### src/rtl/button_debounce.sv
// button_debounce: 2-flop synchroniser plus saturating stability counter that turns a raw,
//   bouncy button level into a clean level and single-cycle press/release pulses.
// Latency: a level change before edge e1, held stable, is reflected after edge e(2^DEBOUNCE_BITS+3).
// Backpressure: none; free-running, every cycle is consumed.
// Ports: Clk (rising edge), Reset (async, active-high), BTN (raw async level),
//   Debounced (filtered level), Press / Release (one-cycle pulses on accepted 0->1 / 1->0).
// Optional feature: define HOLD_REPEAT_EN to re-issue Press every 2^REPEAT_BITS cycles while held.
module button_debounce #(
    parameter int DEBOUNCE_BITS = 20,
    parameter int REPEAT_BITS   = 23
) (
    input  logic Clk,
    input  logic Reset,
    input  logic BTN,
    output logic Debounced,
    output logic Press,
    output logic Release
);

    typedef enum logic [1:0] {
        RELEASED       = 2'd0,
        ARMING_PRESS   = 2'd1,
        PRESSED        = 2'd2,
        ARMING_RELEASE = 2'd3
    } state_t;

    localparam logic [DEBOUNCE_BITS-1:0] CNT_ONE = 1;

    state_t                   state, state_nxt;
    logic                     sync1, sync2;
    logic [DEBOUNCE_BITS-1:0] count, count_nxt;
    logic                     deb_nxt, press_nxt, release_nxt;

`ifdef HOLD_REPEAT_EN
    localparam logic [REPEAT_BITS-1:0] REP_ONE = 1;
    logic [REPEAT_BITS-1:0] rep_cnt, rep_nxt;
`endif

    // Synchroniser and all registered state; the FSM only ever looks at sync2.
    always_ff @(posedge Clk or posedge Reset) begin
        if (Reset) begin
            sync1     <= 1'b0;
            sync2     <= 1'b0;
            state     <= RELEASED;
            count     <= '0;
            Debounced <= 1'b0;
            Press     <= 1'b0;
            Release   <= 1'b0;
`ifdef HOLD_REPEAT_EN
            rep_cnt   <= '0;
`endif
        end else begin
            sync1     <= BTN;
            sync2     <= sync1;
            state     <= state_nxt;
            count     <= count_nxt;
            Debounced <= deb_nxt;
            Press     <= press_nxt;
            Release   <= release_nxt;
`ifdef HOLD_REPEAT_EN
            rep_cnt   <= rep_nxt;
`endif
        end
    end

    always_comb begin
        state_nxt   = state;
        count_nxt   = count;
        deb_nxt     = Debounced;
        press_nxt   = 1'b0;
        release_nxt = 1'b0;
`ifdef HOLD_REPEAT_EN
        rep_nxt     = rep_cnt;
`endif
        case (state)
            RELEASED: begin
                deb_nxt = 1'b0;
`ifdef HOLD_REPEAT_EN
                rep_nxt = '0;
`endif
                if (sync2) begin
                    state_nxt = ARMING_PRESS;
                    count_nxt = '0;
                end
            end
            ARMING_PRESS: begin
                // The counter saturates into the state change; it never wraps.
                if (!sync2) begin
                    state_nxt = RELEASED;
                end else if (&count) begin
                    state_nxt = PRESSED;
                    deb_nxt   = 1'b1;
                    press_nxt = 1'b1;
`ifdef HOLD_REPEAT_EN
                    rep_nxt   = '0;
`endif
                end else begin
                    count_nxt = count + CNT_ONE;
                end
            end
            PRESSED: begin
                if (!sync2) begin
                    state_nxt = ARMING_RELEASE;
                    count_nxt = '0;
                end
`ifdef HOLD_REPEAT_EN
                else if (&rep_cnt) begin
                    press_nxt = 1'b1;
                    rep_nxt   = '0;
                end else begin
                    rep_nxt = rep_cnt + REP_ONE;
                end
`endif
            end
            ARMING_RELEASE: begin
                // rep_cnt is left alone here so a release glitch keeps the repeat phase.
                if (sync2) begin
                    state_nxt = PRESSED;
                end else if (&count) begin
                    state_nxt   = RELEASED;
                    deb_nxt     = 1'b0;
                    release_nxt = 1'b1;
                end else begin
                    count_nxt = count + CNT_ONE;
                end
            end
            default: state_nxt = RELEASED;
        endcase
    end

endmodule

### config.mk
export PLATFORM = sky130hd
export DESIGN_NAME = button_debounce
export DESIGN_NICKNAME = d
export VERILOG_FILES = /design/src/rtl/button_debounce.sv
export SDC_FILE = /design/constraint.sdc
export NUM_CORES = 1
export LEC_CHECK = 0
export BUFFER_PORTS_ARGS = -buffer_cell sky130_fd_sc_hd__buf_4
export CAP_MARGIN = 20
export CORE_MARGIN = 2
export CORE_UTILIZATION = 55
export DETAILED_ROUTE_END_ITERATION = 12
export GPL_ROUTABILITY_DRIVEN = 0
export PLACE_DENSITY = 0.72
export SYNTH_ARGS = -nofsm -noshare
export SYNTH_HDL_FRONTEND = slang
export SYNTH_SLANG_ARGS = --single-unit
### constraint.sdc
create_clock -name Clk -period 1.9 [get_ports Clk]
set_clock_uncertainty 0.05 [all_clocks]
set_input_delay 0 -clock Clk [delete_from_list [all_inputs] [get_ports Clk]]
set_output_delay 0 -clock Clk [all_outputs]
set_load 0.01 [all_outputs]
==> reports/results.txt <==
outcome: finished, violations left
failing checks: DRC
maximum clock insertion buffer count: 2
reg2reg setup slack: 0.04 ns
number of diodes: 0
CTS tree: done
Setup crit start kind: flip-flop
drt drc: 1
core area: 2810 µm²
worst path buffer plus inverter count: 0
layout cell share with drive strength beyond 1: 33.2%
DP Area: 1900 µm²
chip height: 58.9 µm
Critical Path RT: 2.09 ns
worst-path cell chain: ha_2, and2_4, nand3_4, or4_4, a32o_1
flop and latch count out of synthesis: 27
Initial Util: 59.0%
total track usage: 27.6%
clock-pin slew on the worst setup and hold paths: 0.14 ns
Sw Pwr: 0.000892 W
initial antenna violation count: 1
crit path DAT: 2.05 ns
Sequential Power Share: 31.3%
syn nets: 188
die area: 3460 µm²
count of different cell masters after synthesis: 42
CP Capture Type: flip-flop
Sw Share: 40.6%
clock sink total: 27
final setup slack of the worst path: 0.0413 ns
largest net degree at the start of global routing: 28
Clock power frac: 11.3%
pin slew with the least headroom to its limit: 0.414 ns
RSZ-0062 raised after global routing: yes
kind of cell adding the most delay to the critical path: simple AND/OR/NAND/NOR gates
Layout Utilization: 74.1%
minimum clock period: 1.86 ns
Area contributors post-synth: dfrtp_1 (41%), o21ai_0 (4.8%), ha_1 (3.8%)
CP Max Fanout: 7
design area: 2080 µm²
Yosys top cell by area: dfrtp_1
f_max: 0.538 GHz
pre-CTS WS: -0.125 ns
Cell Pwr Density: 1060 nW/µm²
Peak VDD IR: 0.958 mV
Max Cap Viol: 0
WL/cell: 18.5 µm
synthesized area: 1660 µm²
final global-route overflow total: 0
leakage: 0.913 nW
DRT antenna net count: 0
syn avg cell area: 9.20 µm²
Rows: 19
dpl hpwl: 3250 µm
CTS root buf: clkbuf_4
slowest stage delay, CP: 0.57 ns
Synthesis Warnings: 0
Routed WL: 4590 µm
total vias in the final route: 1651
Yosys top cell area share: 40.8%
vias in the first global route: 1566
internal power: 0.00130 W
reg2reg start: count[1]$_DFFE_PP0P_
Hold/Removal Path Class: in -> async
Final #Nets: 226
Top Ports: 6
Critical-path top delay cell: or4_4
register area share after synthesis: 40.8%
Layout area overhead: 25.5%
Pre-antenna DRT Iters: 8
Rel. slew slack: 72.2%
Gate power share: 57.3%
Setup CP Type: reg -> reg
first-pass GRT wire length: 7110 µm
FF-to-FF path depth: 5
Num CTS Buffers: 3
count of final hold-check violations: 0
post-route setup TNS: 0 ns
die width: 58.9 µm
number of port buffers: 5
r2r endpoint: count[1]$_DFFE_PP0P_
Mapped Cells: 180
final period utilization: 97.8%
H-tree lvl count: 1
Vias/cell: 6.66
latest clock arrival within the worst-skew pair: 0.33 ns
count of final max-slew check failures: 0
final setup vio count: 0
Iter 0 DRT Violations: 155
## state kept, by name (all words and copies together) (netlist names), named ones only
signal and cells:
Release 1, sync1 1, sync2 1, Press 1, state 1, Debounced 1, count 20
## what timing repair did
item,in CTS,in global routing
resized for setup,5,28
hold endpoints to repair,28,0
setup endpoints to repair,9,21
pin swaps,0,1
hold buffers,2,0
cloned,0,0
setup buffers,3,1
## worst register-to-register path, stage by stage, from the launching register on
cell and delay (ns):
dfrtp_1 0.39, ha_2 0.20, and2_4 0.18, nand3_4 0.11
or4_4 0.57, a32o_1 0.27
## power by group through the flow
| stage | combinational, W | sequential [W] | clock, W |
|---|---|---|---|
| 2_1_floorplan | 0.000575 | 0.000678 | 0 |
| 3_3_place_gp | 0.000969 | 0.000679 | 0 |
| 3_5_place_dp | 0.000992 | 0.000684 | 0 |
| 4_1_cts | 0.00107 | 0.000667 | 0.000255 |
| 5_1_grt | 0.00135 | 0.000694 | 0.000279 |
| 6_report | 0.00126 | 0.000688 | 0.000249 |
## how the worst max path moves through the flow
stage / start / end / slack [ns] / depth (start not counted)
finish: count[1]$_DFFE_PP0P_ / count[1]$_DFFE_PP0P_ / 0.04 / 5
global route: flip-flop / count[8]$_DFFE_PP0P_ / -0.002 / 9
CTS: count[1]$_DFFE_PP0P_ / count[0]$_DFFE_PP0P_ / 0.004 / 6
detailed placement: flip-flop / count[18]$_DFFE_PP0P_ / -0.12 / 7
global placement: flip-flop / count[17]$_DFFE_PP0P_ / -0.02 / 7
floorplan: state[0]$_DFFE_PP0P_ / count[10]$_DFFE_PP0P_ / 0.08 / 7
## cells by family after synthesis
family / count (synthesis) / synth area share [%]
compound gates: 60 / 23.2
fa+ha+maj: 5 / 3.78
mux: 5 / 3.10
buf+inv: 17 / 5.67
simple gates: 66 / 23.4
flops: 27 / 40.8
## cells in the mapped netlist, drive strengths merged
| library cell | number |
|---|---|
| o41ai | 2 |
| nor2b | 2 |
| mux2 | 1 |
| nand4b | 1 |
| a22oi | 1 |
| mux2i | 4 |
| or3 | 4 |
| nand2b | 1 |
| nor3 | 3 |
| or4 | 2 |
| nand3 | 5 |
| clkbuf | 4 |
| o22ai | 1 |
| nor4b | 1 |
| dfrtp | 27 |
| nand2 | 17 |
| a21o | 2 |
| nand4 | 4 |
| o21ai | 16 |
| and3 | 9 |
| and2 | 3 |
| and4 | 4 |
| o21bai | 1 |
| o211ai | 4 |
| a31oi | 8 |
| o31ai | 4 |
| buf | 4 |
| nor2 | 9 |
| or2 | 1 |
| a21boi | 3 |
| a21oi | 11 |
| a32o | 1 |
| ha | 5 |
| inv | 9 |
| o311ai | 5 |
| a31o | 1 |
## placed cells by master (no fill, tap or decap), drive strengths merged, types with 8 or more instances in the layout
cell type / n
a21oi: 11
dfrtp: 27
o21ai: 16
buf: 39
nand2: 17
inv: 9
a31oi: 8
nor2: 9
and3: 9
## through the flow
step	cells	total power [W]	hold WS, ns
6_report	248	0.00220	0.228
5_1_grt	248	0.00232	0.245
4_1_cts	247	0.00199	0.247
3_5_place_dp	238	0.00168	0.0549
3_3_place_gp	238	0.00165	0.0316
2_1_floorplan	180	0.00125	-0.0186
## layout make-up
type | instances | area [µm²]
clock buffers | 4 | 26.3
fillers | 198 | 727
inverters | 9 | 36.3
multi-input cells | 136 | 987
flip-flops and latches | 27 | 677
well taps | 31 | 38.8
repair buffers | 41 | 313
## metal layers
layer / GRT usage [%] / wire, µm / up-vias
met5: 0 / 0 / -
met4: 13.0 / 114 / 0
met3: 3.96 / 343 / 19
met2: 45.6 / 2240 / 85
met1: 35.6 / 1890 / 790
li1: - / - / 757
(Power assumes the default switching activity.)
